<file path="src/rtl/spc700_muldiv_pkg.sv">
// Shared enums, fixed latencies and result payload for the SPC700 MUL/DIV unit.
package spc700;

  typedef enum logic {
    MULDIV_MUL = 1'b0,
    MULDIV_DIV = 1'b1
  } MulDivOp_t;

  typedef enum logic [1:0] {
    S_IDLE = 2'd0,
    S_RUN  = 2'd1,
    S_DONE = 2'd2
  } muldiv_state_t;

  localparam int unsigned MUL_CYCLES = 8;
  localparam int unsigned DIV_CYCLES = 11;
  localparam int unsigned CNT_W      = 4;
  localparam int unsigned REM_W      = 17;
  localparam int unsigned DSR_W      = 9;

  typedef struct packed {
    logic [7:0] y;
    logic [7:0] a;
    logic       z;
    logic       s;
    logic       v;
    logic       h;
  } muldiv_res_t;

  localparam muldiv_res_t RES_RESET = '{y: 8'h00, a: 8'h00, z: 1'b1, s: 1'b0, v: 1'b0, h: 1'b0};

  // Attach the flag set to a finished result; DIV flags look at the operands, MUL only at Y.
  function automatic muldiv_res_t make_res(input MulDivOp_t op, input logic [7:0] y,
                                           input logic [7:0] a, input logic [7:0] opy,
                                           input logic [7:0] opx);
    muldiv_res_t r;
    r.y = y;
    r.a = a;
    if (op == MULDIV_MUL) begin
      r.z = (y == 8'h00);
      r.s = y[7];
      r.v = 1'b0;
      r.h = 1'b0;
    end else begin
      r.z = (a == 8'h00);
      r.s = a[7];
      r.v = (opy >= opx);
      r.h = (opy[3:0] >= opx[3:0]);
    end
    return r;
  endfunction

endpackage

</file>
<file path="src/rtl/spc700_muldiv_div_step.sv">
// One restoring-division step: shift in a dividend bit, compare, conditionally subtract.
module spc700_div_step
  import spc700::*;
(
  input  logic [REM_W-1:0] i_rem,
  input  logic             i_bit,
  input  logic [DSR_W-1:0] i_dsr,
  output logic [REM_W-1:0] o_rem_c,
  output logic             o_q_c
);

  logic [REM_W:0] w_shift;

  always_comb begin
    w_shift = {i_rem, i_bit};
    o_q_c   = (w_shift >= (REM_W+1)'(i_dsr));
    o_rem_c = o_q_c ? REM_W'(w_shift - (REM_W+1)'(i_dsr)) : w_shift[REM_W-1:0];
  end

endmodule

</file>
<file path="src/rtl/spc700_muldiv.sv">
// SPC700 MUL YA / DIV YA,X unit with clock enable; iterative by default.
// Define SPC700_MULDIV_FAST_EN for a one-cycle RUN with combinational results.
module spc700_muldiv
  import spc700::*;
(
  input  logic       CLK,
  input  logic       RST_N,
  input  logic       EN,
  input  logic       START,
  input  logic       OP,
  input  logic [7:0] Y_IN,
  input  logic [7:0] A_IN,
  input  logic [7:0] X_IN,
  output logic       BUSY,
  output logic       DONE,
  output logic [7:0] Y_OUT,
  output logic [7:0] A_OUT,
  output logic       ZO,
  output logic       SO,
  output logic       VO,
  output logic       HO
);

  muldiv_state_t    r_state, w_state_nxt;
  logic [CNT_W-1:0] r_cnt,   w_cnt_nxt;
  MulDivOp_t        r_op,    w_op_nxt;
  logic [7:0]       r_y,     w_y_nxt;
  logic [7:0]       r_a,     w_a_nxt;
  logic [7:0]       r_x,     w_x_nxt;
  logic [15:0]      r_prod,  w_prod_nxt;
  logic [REM_W-1:0] r_rem,   w_rem_nxt;
  logic [8:0]       r_dvd,   w_dvd_nxt;
  logic [7:0]       r_quo,   w_quo_nxt;
  logic [DSR_W-1:0] r_dsr,   w_dsr_nxt;
  logic             r_big,   w_big_nxt;
  muldiv_res_t      r_res,   w_res_nxt;
  logic             r_busy,  r_done;

  logic [15:0]      w_ya;
  logic [15:0]      w_n;
  logic             w_big;
  logic [DSR_W-1:0] w_dsr;
  logic [8:0]       w_mul_sum;
  logic [15:0]      w_mul_step;
  logic [15:0]      w_mul_res;
  logic [REM_W-1:0] w_step_rem;
  logic             w_step_q;
  logic [7:0]       w_div_q;
  logic [7:0]       w_div_r;
  logic             w_div_big;
  logic [7:0]       w_div_a;
  logic [7:0]       w_div_y;

  // Y >= 2X selects the overflow formula: divide (YA - 512X) by (256 - X) instead of YA by X.
  assign w_ya  = {r_y, r_a};
  assign w_big = ({1'b0, r_y} >= {r_x, 1'b0});
  assign w_n   = w_big ? (w_ya - {r_x[6:0], 9'h000}) : w_ya;
  assign w_dsr = w_big ? (9'h100 - {1'b0, r_x}) : {1'b0, r_x};

  assign w_mul_sum  = {1'b0, r_prod[15:8]} + (r_prod[0] ? {1'b0, r_y} : 9'h000);
  assign w_mul_step = {w_mul_sum, r_prod[7:1]};

  spc700_div_step u_div_step (
    .i_rem   (r_rem),
    .i_bit   (r_dvd[8]),
    .i_dsr   (r_dsr),
    .o_rem_c (w_step_rem),
    .o_q_c   (w_step_q)
  );

`ifdef SPC700_MULDIV_FAST_EN
  assign w_mul_res = 16'(r_y) * 16'(r_a);
  assign w_div_q   = 8'(w_n / 16'(w_dsr));
  assign w_div_r   = 8'(w_n % 16'(w_dsr));
  assign w_div_big = w_big;
`else
  assign w_mul_res = w_mul_step;
  assign w_div_q   = r_quo;
  assign w_div_r   = r_rem[7:0];
  assign w_div_big = r_big;
`endif

  // 255 - q truncated to 8 bits is the bitwise complement of q's low byte.
  assign w_div_a = w_div_big ? ~w_div_q : w_div_q;
  assign w_div_y = w_div_big ? (r_x + w_div_r) : w_div_r;

  always_comb begin
    w_state_nxt = r_state;
    w_cnt_nxt   = r_cnt;
    w_op_nxt    = r_op;
    w_y_nxt     = r_y;
    w_a_nxt     = r_a;
    w_x_nxt     = r_x;
    w_prod_nxt  = r_prod;
    w_rem_nxt   = r_rem;
    w_dvd_nxt   = r_dvd;
    w_quo_nxt   = r_quo;
    w_dsr_nxt   = r_dsr;
    w_big_nxt   = r_big;
    w_res_nxt   = r_res;
    if (EN) begin
      unique case (r_state)
        S_IDLE: begin
          if (START) begin
            w_state_nxt = S_RUN;
            w_op_nxt    = MulDivOp_t'(OP);
            w_y_nxt     = Y_IN;
            w_a_nxt     = A_IN;
            w_x_nxt     = X_IN;
            w_prod_nxt  = {8'h00, A_IN};
`ifdef SPC700_MULDIV_FAST_EN
            w_cnt_nxt   = CNT_W'(1);
`else
            w_cnt_nxt   = OP ? CNT_W'(DIV_CYCLES) : CNT_W'(MUL_CYCLES);
`endif
          end
        end
        S_RUN: begin
          w_cnt_nxt = r_cnt - CNT_W'(1);
`ifndef SPC700_MULDIV_FAST_EN
          // DIV schedule: first count sets up, nine counts each yield a quotient bit, last one finalises.
          if (r_op == MULDIV_MUL) begin
            w_prod_nxt = w_mul_step;
          end else if (r_cnt == CNT_W'(DIV_CYCLES)) begin
            w_rem_nxt = {10'h000, w_n[15:9]};
            w_dvd_nxt = w_n[8:0];
            w_quo_nxt = 8'h00;
            w_dsr_nxt = w_dsr;
            w_big_nxt = w_big;
          end else if (r_cnt != CNT_W'(1)) begin
            w_rem_nxt = w_step_rem;
            w_dvd_nxt = {r_dvd[7:0], 1'b0};
            w_quo_nxt = {r_quo[6:0], w_step_q};
          end
`endif
          if (r_cnt == CNT_W'(1)) begin
            w_state_nxt = S_DONE;
            if (r_op == MULDIV_MUL) begin
              w_res_nxt = make_res(MULDIV_MUL, w_mul_res[15:8], w_mul_res[7:0], r_y, r_x);
            end else begin
              w_res_nxt = make_res(MULDIV_DIV, w_div_y, w_div_a, r_y, r_x);
            end
          end
        end
        S_DONE: begin
          w_state_nxt = S_IDLE;
        end
        default: begin
          w_state_nxt = S_IDLE;
        end
      endcase
    end
  end

  always_ff @(posedge CLK) begin
    if (!RST_N) begin
      r_state <= S_IDLE;
      r_cnt   <= '0;
      r_op    <= MULDIV_MUL;
      r_y     <= 8'h00;
      r_a     <= 8'h00;
      r_x     <= 8'h00;
      r_prod  <= 16'h0000;
      r_rem   <= '0;
      r_dvd   <= 9'h000;
      r_quo   <= 8'h00;
      r_dsr   <= '0;
      r_big   <= 1'b0;
      r_res   <= RES_RESET;
      r_busy  <= 1'b0;
      r_done  <= 1'b0;
    end else begin
      r_state <= w_state_nxt;
      r_cnt   <= w_cnt_nxt;
      r_op    <= w_op_nxt;
      r_y     <= w_y_nxt;
      r_a     <= w_a_nxt;
      r_x     <= w_x_nxt;
      r_prod  <= w_prod_nxt;
      r_rem   <= w_rem_nxt;
      r_dvd   <= w_dvd_nxt;
      r_quo   <= w_quo_nxt;
      r_dsr   <= w_dsr_nxt;
      r_big   <= w_big_nxt;
      r_res   <= w_res_nxt;
      r_busy  <= (w_state_nxt != S_IDLE);
      r_done  <= (w_state_nxt == S_DONE);
    end
  end

  assign BUSY  = r_busy;
  assign DONE  = r_done;
  assign Y_OUT = r_res.y;
  assign A_OUT = r_res.a;
  assign ZO    = r_res.z;
  assign SO    = r_res.s;
  assign VO    = r_res.v;
  assign HO    = r_res.h;

endmodule

</file>
<file path="config.mk">
export PLATFORM = sky130hd
export DESIGN_NAME = spc700_muldiv
export DESIGN_NICKNAME = d
export VERILOG_FILES = /design/src/rtl/spc700_muldiv_pkg.sv /design/src/rtl/spc700_muldiv_div_step.sv /design/src/rtl/spc700_muldiv.sv
export SDC_FILE = /design/constraint.sdc
export NUM_CORES = 1
export LEC_CHECK = 0
export ABC_AREA = 1
export CORE_MARGIN = 5
export CORE_UTILIZATION = 50
export CTS_CLUSTER_SIZE = 28
export DETAILED_ROUTE_END_ITERATION = 6
export PLACE_DENSITY = 0.7
export SLEW_MARGIN = 10
export SYNTH_ARGS = -nofsm -noshare
export SYNTH_HDL_FRONTEND = slang
export SYNTH_SLANG_ARGS = --single-unit
</file>
<file path="constraint.sdc">
create_clock -name CLK -period 2.85 [get_ports CLK]
set_input_delay 0.7125 -clock CLK [delete_from_list [all_inputs] [get_ports CLK]]
set_output_delay 0.7125 -clock CLK [all_outputs]
set_load 0.01 [all_outputs]
</file>
==> metrics.txt, run 1 <==
status=complete, no violations; yosys warns=0; maximum clock frequency=0.410 GHz; power density cells=534 nW/um^2; sequential share of the synthesized area=0.322; Sink Count=113; Req. time, crit path=3160 ps; Util after Layout=0.607; CP arrival=2740 ps; H-Tree Depth=4; min-delay src=r_a[7]; WHS Endpoint=r_a[7]; initial core utilization=0.508; worst-margin pin slew=505 ps; period utilization=0.856; PortBufs=50; Synth top area share=0.322; worst r2r dst=r_dsr[2]; pre-CTS setup slack=416 ps; # diodes=0; Placeable Area=13,800 um^2; Gates resized, CTS repair=0; P&R area growth vs syn=19.4%; Post-Syn Nets=1,123; Avg Cell Area, Syn=6.71 um^2; Avg WL per Cell=15.2 um; Pleak=0.00386 uW; Clock Tree Root=clkbuf_16; Final Hold Violating Endpoints=0; CTS Buf Count=17; gpl congestion=0.961; aggregate global routing overflow=0; largest net degree at the start of global routing=39; via/cell ratio=5.44; # setup viols final=0; CP endpoint kind=register; final instance area=8390 um^2; Post-DRT Antenna Nets=0; Post-Syn Area=7020 um^2; DP Area=7810 um^2; antenna violations before repair=0; nets=1,183; Post-CTS Setup Repair Bufs=0; FF-to-FF path depth=13; io pins=51; hold path cells=2; vias in the first global route=6,442; class of the most critical hold timing path=register to register; CTS Buffer Depth=2; synth top area cells=dfxtp_1, nand2_1, ha_1; layout cells sized above 1=0.0786; First-pass DRT Iterations=5; Crit Path Max Fanout=11; reg2reg start=r_y[1]; clk_skew=5.77 ps; CTS tree=yes; global-route wire length before repair=32,300 um; VDD IR max=0.358 mV; FP Rows=43; Max Slew Vio Count=0; clk_lat worst skew=420 ps; top_reg_cell synth=dfxtp_1; final worst setup slack=411 ps; hold buffers post-CTS=0; unrepaired setup endpoints after global routing=false; All-Layer GR Usage=0.246; Final min period=2440 ps; total negative setup slack=0 ps; R2R setup slack=410 ps; Filler cells=1,309; Setup CP Type=register to register; Distinct cells, synth=41; die height=129 um; Yosys reg bits=113; number of flops mapped to enable cells by yosys=0; hpwl dp=15,100 um; Worst slew margin=0.663; Total Power=4480 uW; Synth area leader=dfxtp_1; Max Cap Viol=0; DR vias=7,065; final WL=19,800 um; drt drc=0; die area=16,500 um^2; CP Launch Type=register; Reg clk slew, reported paths=50 ps; Synth Instances=1,047; Die X=129 um; Post-synth ARST share=0; DR iter-0 viols=689
## sequential cells by signal, indices dropped and copies added (netlist names), 2 cells and up
| name | flops |
|---|---|
| r_x | 8 |
| Y_OUT | 8 |
| r_cnt | 4 |
| r_a | 8 |
| r_rem | 17 |
| r_prod | 16 |
| r_state | 2 |
| r_quo | 8 |
| r_dsr | 9 |
| r_dvd | 9 |
| r_y | 8 |
| A_OUT | 8 |
## cells in the final DEF, fill, tap and decap left out, types with 9 or more instances in the layout
cell type | synthesis | layout
clkdlybuf4s50_1 | 0 | 50
nand3_1 | 68 | 68
inv_2 | 11 | 11
inv_1 | 121 | 121
nor2_1 | 75 | 75
xor2_1 | 17 | 17
o21ai_0 | 85 | 85
xnor2_1 | 9 | 9
clkbuf_16 | 0 | 17
a211oi_1 | 11 | 11
nand4_1 | 17 | 17
a31oi_1 | 23 | 23
ha_1 | 43 | 43
buf_4 | 1 | 29
dfxtp_1 | 113 | 113
nand2_1 | 260 | 260
a21oi_1 | 96 | 96
nor3_1 | 18 | 18
## per-layer routing
| layer | wire [um] | GRT usage | vias to the layer above |
|---|---|---|---|
| li1 | - | - | 3580 |
| met1 | 9540 | 0.348 | 3230 |
| met2 | 8540 | 0.373 | 214 |
| met3 | 1200 | 0.0432 | 41 |
| met4 | 473 | 0.0970 | 0 |
| met5 | 0 | 0 | - |
## area by class of cell
cell class	instances	area, um^2	area share
multi-input combinational	762	4080	0.487
sequential	113	2260	0.270
timing repair buffer	80	738	0.0880
inverter	133	502	0.0598
clock buffer	21	440	0.0525
tap	180	225	0.0268
clock inverter	10	138	0.0164
## where the power goes
group          internal [uW]  switching (uW)
registers               1630            54.1
logic                    253             414
clock network           1360             755
## cell families (layout without fill, tap and decap cells)
family | Yosys count | after routing | synth area share
compound gates | 227 | 227 | 0.175
xor+xnor | 26 | 26 | 0.0324
fa+ha+maj | 47 | 47 | 0.0880
buf+inv | 172 | 244 | 0.0965
flops | 113 | 113 | 0.322
simple gates | 462 | 462 | 0.286
## stage by stage
step	instances	hold slack [ps]
after floorplan	1047	430
after global placement	1268	441
after detailed placement	1268	447
after CTS	1299	454
after global routing	1299	477
final	1299	456
## how the worst max path moves through the flow
stage	end	start	cells past startpoint	slack, ps
after detailed placement	r_prod[3]	EN	10	420
after CTS	r_dsr[2]	r_y[1]	13	440
after floorplan	r_rem[1]	r_y[1]	14	730
after global routing	r_dsr[2]	r_y[1]	13	160
final	r_dsr[2]	r_y[1]	13	410
after global placement	r_prod[5]	EN	10	460
## worst max-delay path: stages, from the launching register on
cell,delay (ps)
dfxtp_1,400
inv_1,80
ha_1,240
fa_1,400
inv_1,90
nand3_1,100
nand2_1,100
nand2_1,100
nand3_1,200
buf_4,210
nand2_1,70
xor2_1,130
o21ai_0,140
inv_1,50
## synthesized netlist by cell type (all sizes together) (4+ instances only)
master / n
a211oi: 11
a21oi: 98
a31oi: 23
buf: 13
clkbuf: 26
dfxtp: 113
fa: 4
ha: 43
inv: 133
nand2: 263
nand3: 71
nand3b: 7
nand4: 17
nor2: 81
nor3: 18
o21ai: 87
or2: 4
xnor2: 9
xor2: 17
(Power assumes the default switching activity.)
==> run 2: changes to the inputs <==
--- a/config.mk
+++ b/config.mk
@@ -14,4 +14,5 @@
 export SLEW_MARGIN = 10
 export SYNTH_ARGS = -nofsm -noshare
 export SYNTH_HDL_FRONTEND = slang
+export SYNTH_HIERARCHICAL = 1
 export SYNTH_SLANG_ARGS = --single-unit
==> run 2 against run 1 <==
Net effect: via count up 0.37%; die area up 1.2%; global-route usage up 0.40 points; largest power group unchanged; clock skew up 0.88 ps; register-to-register slack better by 20 ps; final cell count up 1.2%.
==> metrics.txt, run 2 <==
Post-Syn Area=7110 um^2; Clock Power Share=0.481; reg2reg start=r_x[4]; Worst path slowest cell=dfxtp_1; maximum clock frequency=0.414 GHz; class of the most critical hold timing path=register to register; total negative setup slack=0 ps; Avg WL per Cell=15.2 um; via/cell ratio=5.39; Clock Tree Root=clkbuf_16; R2R setup slack=440 ps; CP cell instances=inv_1 -> ha_1 -> nand2_1 -> nor2_1 -> nand3_1 -> nand3_2 -> buf_4 -> nor2_1 -> nor2_1 -> nand2_1 -> a21oi_1; unrepaired setup endpoints after global routing=false; Largest delay share family, worst path=simple AND/OR/NAND/NOR gates; drt drc=0; antenna violations before repair=0; status=complete, no violations; CP Launch Type=register; Post-synth ARST share=0; vias in the first global route=6,650; Post-CTS Setup Repair Bufs=0; synth cell count leaders=nand2_1, inv_1, dfxtp_1; CTS Buf Count=17; Avg Cell Area, Syn=6.62 um^2; number of flops mapped to enable cells by yosys=0; CTS Buffer Depth=2; Sink Count=113; Crit Path Max Fanout=17; Cells after DPL=1,283; Final Hold Violating Endpoints=0; CP max stage delay=420 ps; top_reg_cell synth=dfxtp_1; DR iter-0 viols=450; First-pass DRT Iterations=5; count leader, synth=nand2_1; CP endpoint kind=register; final WL=20,000 um; hold buffers post-CTS=0; worst r2r dst=r_rem[4]; CP bufs+invs=2; Worst slew margin=0.495; FP Rows=43; largest net degree at the start of global routing=67; Max Cap Viol=0; Final min period=2410 ps; die area=16,700 um^2; die height=129 um; P_int=3280 uW; global-route wire length before repair=33,300 um; largest registers=r_rem: 17 flops, r_prod: 16 flops; most frequent cells in the layout=nand2_1, inv_1, dfxtp_1; Filler cells=1,357; Synth top area share=0.318; sequential power share=0.367; Util after Layout=0.603; switching share of power=0.284; Reg clk slew, reported paths=60 ps; Synth Instances=1,074; CP arrival=2760 ps; io pins=51; worst-margin pin slew=757 ps; Pleak=0.00380 uW; H-Tree Depth=4; most frequent CP cell=nor2_1; aggregate global routing overflow=0; VDD IR max=0.422 mV; layout cells sized above 1=0.0819; gpl congestion=0.925; Gate power share=0.152; Largest Register=r_rem; All-Layer GR Usage=0.250; Switch Pwr=1300 uW; hold path cells=2; yosys warns=6; synth top area cells=dfxtp_1, nand2_1, ha_1; register area=2260 um^2; Largest register FFs=17; power density cells=545 nW/um^2; Die X=129 um; Distinct cells, synth=47; WHS Endpoint=VO; nets=1,198; footprint of the multi-input gates=4150 um^2; # diodes=0; initial core utilization=0.511; Post-Syn Nets=1,150; Synth area leader=dfxtp_1; sequential share of the synthesized area=0.318; Setup CP Type=register to register; FF-to-FF path depth=11; DR vias=7,091; Total Power=4580 uW; PortBufs=50; Placeable Area=13,900 um^2; CTS tree=yes; # setup viols final=0; Yosys reg bits=113; commonest non-fill, non-tap cell in the layout=nand2_1; Post-DRT Antenna Nets=0; Max Slew Vio Count=0; clk_skew=6.65 ps; Finished Layout Cells=1,315; Gates resized, CTS repair=0; clk_lat worst skew=420 ps; Req. time, crit path=3200 ps; hold_ws=464 ps; period utilization=0.847; min-delay src=VO; hpwl dp=15,000 um; P&R area growth vs syn=18.1%
-- run 2: changes by cell type in the layout (fill, tap and decap cells not counted), moves of 5 or more --
cell	before	now
nand3b_1	7	1
nor2_2	2	7
nand2_2	2	7
a211oi_1	11	4
nor3_1	18	4
nor2_1	75	92
nand4_1	17	10
o21ai_0	85	93
nand2_1	260	266
inv_2	11	5
-- run 2: through the flow --
step | worst slack (ps) | cell area (um^2)
3_3_place_gp | 456 | 7800
2_1_floorplan | 871 | 7110
5_1_grt | 205 | 8400
6_report | 436 | 8400
3_5_place_dp | 396 | 7800
4_1_cts | 449 | 8400
-- run 2: power by group through the flow --
| stage | Sequential (uW) | Combinational, uW | Clock, uW |
|---|---|---|---|
| floorplan | 1700 | 487 | 0 |
| global placement | 1710 | 683 | 0 |
| global route | 1690 | 788 | 2300 |
| finish | 1680 | 697 | 2200 |
| CTS | 1680 | 694 | 2220 |
| detailed placement | 1710 | 686 | 0 |
-- run 2: worst max path at each step --
stage	from	to	slack, ps	cells after the start
global route	r_x[4]	r_rem[0]	210	11
CTS	r_y[1]	r_rem[4]	450	13
finish	r_x[4]	r_rem[4]	440	11
detailed placement	EN	r_prod[14]	400	9
global placement	EN	r_y[7]	460	9
floorplan	r_y[1]	r_dsr[5]	870	13
-- run 2: worst min-delay path: cells and delay by family (launching register included) --
kind / cells / cell delay [ps]
compound gates: 1 / 50
simple gates: 1 / 60
flops: 1 / 310
-- run 2: kinds of logic (layout without fill, tap and decap cells) --
group	after synthesis	after routing	share of synthesized area
and+or+nand+nor	473	473	0.281
AOI/OAI and AO/OA	244	244	0.185
buffers and inverters	172	233	0.0983
DFF	113	113	0.318
adders and majority gates	47	47	0.0869
xor gates and xnor gates	25	25	0.0308
-- run 2: layout make-up --
class                           instances  share of cell area
Multi-Input combinational cell        789               0.494
Clock buffer                           17              0.0506
Clock inverter                         15              0.0214
Sequential cell                       113               0.269
Timing Repair Buffer                   75              0.0813
Inverter                              126              0.0563
Tap cell                              180              0.0268
-- run 2: routing by layer --
layer / global-route usage / routed length (um) / vias up
li1: - / - / 3617
met1: 0.340 / 9430 / 3271
met2: 0.400 / 9250 / 173
met3: 0.0507 / 1010 / 30
met4: 0.0754 / 358 / 0
met5: 0 / 0 / -
==> RTL edit, RTL diff (flow settings as in run 1) <==
Register the outputs `Y_OUT`, `A_OUT`, `ZO`, `SO`, `VO` and `HO`, without a reset; this adds one clock of latency there. The other outputs are not delayed to match.
--- a/src/rtl/spc700_muldiv.sv
+++ b/src/rtl/spc700_muldiv.sv
@@ -191,10 +191,12 @@
   assign BUSY  = r_busy;
   assign DONE  = r_done;
-  assign Y_OUT = r_res.y;
-  assign A_OUT = r_res.a;
-  assign ZO    = r_res.z;
-  assign SO    = r_res.s;
-  assign VO    = r_res.v;
-  assign HO    = r_res.h;
+  always_ff @(posedge CLK) begin
+    Y_OUT <= r_res.y;
+    A_OUT <= r_res.a;
+    ZO    <= r_res.z;
+    SO    <= r_res.s;
+    VO    <= r_res.v;
+    HO    <= r_res.h;
+  end
 
 endmodule
Formal check against the unedited RTL: not equivalent (Yosys sat finds a counterexample within 4 cycles, from zero or initial values and one cycle with RST_N low).
==> RTL edit against run 1 <==
Final area grew 4.0%; synthesized cell count grew 4.4%; clock skew grew 0.0029 ns; combinational power shrank 4.2%; via count is essentially flat; count of clock-buffer cells in the layout shrank 2; routed wire length shrank 1.7%; sequential cell count grew 20; worst setup slack lost 0.020 ns; total power grew 8.6%; critical path depth shrank 1; area after synthesis grew 5.8%.
==> RTL edit: results (changes against run 1) <==
part of the Yosys area used for sequential elements=0.358 (+0.0364); number of antenna violations at the first check in global routing=0 (unchanged); Top FF cell, synth=sky130_fd_sc_hd__dfxtp_1; cell family with the largest share of critical-path delay=simple AND/OR/NAND/NOR gates; Worst Max-Slew Pin Slew=0.573 ns (+0.0675 ns); Total Routed Length=19400 um (-1.7%); mean cell area of the mapped netlist=6.80 um2 (+1.3%); number of clock buffers inserted by TritonCTS=17 (unchanged); top cells by instance count after synthesis=sky130_fd_sc_hd__nand2_1, sky130_fd_sc_hd__dfxtp_1, sky130_fd_sc_hd__inv_1, sky130_fd_sc_hd__a21oi_1; setup slack of the worst register-to-register path=0.39 ns (-0.02 ns); number of global-route vias before repair=6715 (+4.2%); crit path time final=2.46 ns (+0.0200 ns); maximum vdd ir drop=0.444 mV (+24%); cell count after placement=1304 (+2.8%); Hold Fails Final Rpt=0 (unchanged); global-route wire length before repair=32900 um (+1.8%); top fanout value on the critical path=15 (+4); Critical path origin=r_x[6]; count of input and output buffers=50 (unchanged); post-synthesis async set-or-reset flop share=0 (unchanged); pre-CTS setup slack=0.289 ns (-0.127 ns); H-tree Lvls=4 (unchanged); placer's final routability congestion estimate=0.895 (-6.8%); distinct cell type count of the synthesized netlist=36 (-12%); Detail Placement HPWL=14500 um (-4.0%); worst clock skew=0.00864 ns (+0.00287 ns); type of the tightest min-delay check=reg2reg; clock latency of the later-clocked register in the worst-skew pair=0.42 ns (about the same); buffer levels on the longest clock path=2 (unchanged); pin count of the biggest net entering global routing=41 (+5.1%); leading cell types by total area after synthesis=sky130_fd_sc_hd__dfxtp_1, sky130_fd_sc_hd__nand2_1, sky130_fd_sc_hd__ha_1; biggest regs=r_res x20, r_rem x17, r_prod x16; DR WL/cell=14.5 um (-4.4%); post-detailed-route via-to-cell ratio=5.28 (-2.9%); DRC marker count from the first detailed-route iteration=429 (-38%); leakage power=4.04 nW (+4.9%); all-layer global routing usage=0.226 (-0.0198); data arrival time of the worst path=2.78 ns (+0.04 ns); synth warn=0 (unchanged); timing endpoint of the critical path=r_rem[6]; layout cell share with drive strength beyond 1=0.0651 (-0.0135); CTS clock-pin slew for the worst setup and hold paths=0.06 ns; worst flop-to-flop path endpoint=r_rem[6]; clock root buffer master=sky130_fd_sc_hd__clkbuf_16; net count of the mapped netlist=1169 (+4.1%); R2R cell count=12 (-1); max-slew violations=0 (unchanged); status=finished, final reports clean; worst stage delay on the critical path=0.44 ns (+0.04 ns); Post-Place Cell Area=0.00811 mm2 (+3.8%)
RTL edit: cell types whose count changed after synthesis, moves of 4 or more:
cell	delta
sky130_fd_sc_hd__nand2_1	+32
sky130_fd_sc_hd__dfxtp_1	+20
sky130_fd_sc_hd__a211oi_1	-10
sky130_fd_sc_hd__a21oi_1	+10
sky130_fd_sc_hd__nor3_1	-10
sky130_fd_sc_hd__nand3_1	+8
sky130_fd_sc_hd__inv_1	+7
sky130_fd_sc_hd__nand4_1	-6
sky130_fd_sc_hd__o21ai_0	-6
sky130_fd_sc_hd__clkbuf_1	+4
sky130_fd_sc_hd__nor2_1	+4
RTL edit: area by class of cell:
cell class	count	area, um2
Sequential cell	133	2660
Clock inverter	13	161
Tap cell	184	230
Fill cell	1416	5810
Multi-Input combinational cell	781	4060
Clock buffer	19	453
Timing Repair Buffer	70	651
Inverter	136	510
RTL edit: where the power goes:
part | total, mW | leakage (nW) | switching [mW] | internal, mW
Clock | 2.26 | 0.303 | 0.892 | 1.37
Sequential | 1.97 | 1.08 | 0.0512 | 1.91
Combinational | 0.639 | 2.66 | 0.394 | 0.245
RTL edit: kinds of logic after synthesis:
group,after synthesis,synth area share
and+or+nand+nor,489,0.277
buffers and inverters,179,0.0953
AOI/OAI and AO/OA,220,0.157
DFF,133,0.358
xor gates and xnor gates,25,0.0295
adders and majority gates,47,0.0832
RTL edit: worst min path at each step:
stage / start / endpoint / slack, ns / depth (start not counted)
floorplan: r_res[4] / A_OUT[0] / 0.33 / 0
global placement: r_res[10] / A_OUT[6] / 0.34 / 0
detailed placement: r_res[2] / SO / 0.33 / 0
CTS: r_res[2] / SO / 0.35 / 0
global route: r_res[1] / VO / 0.35 / 0
finish: r_res[2] / SO / 0.35 / 0
RTL edit: routing by layer:
layer,up-vias,GRT usage,wire (um)
met4,0,0.0549,271
met5,-,0,0
met3,28,0.0473,941
met2,160,0.356,8670
li1,3654,-,-
met1,3216,0.318,9540
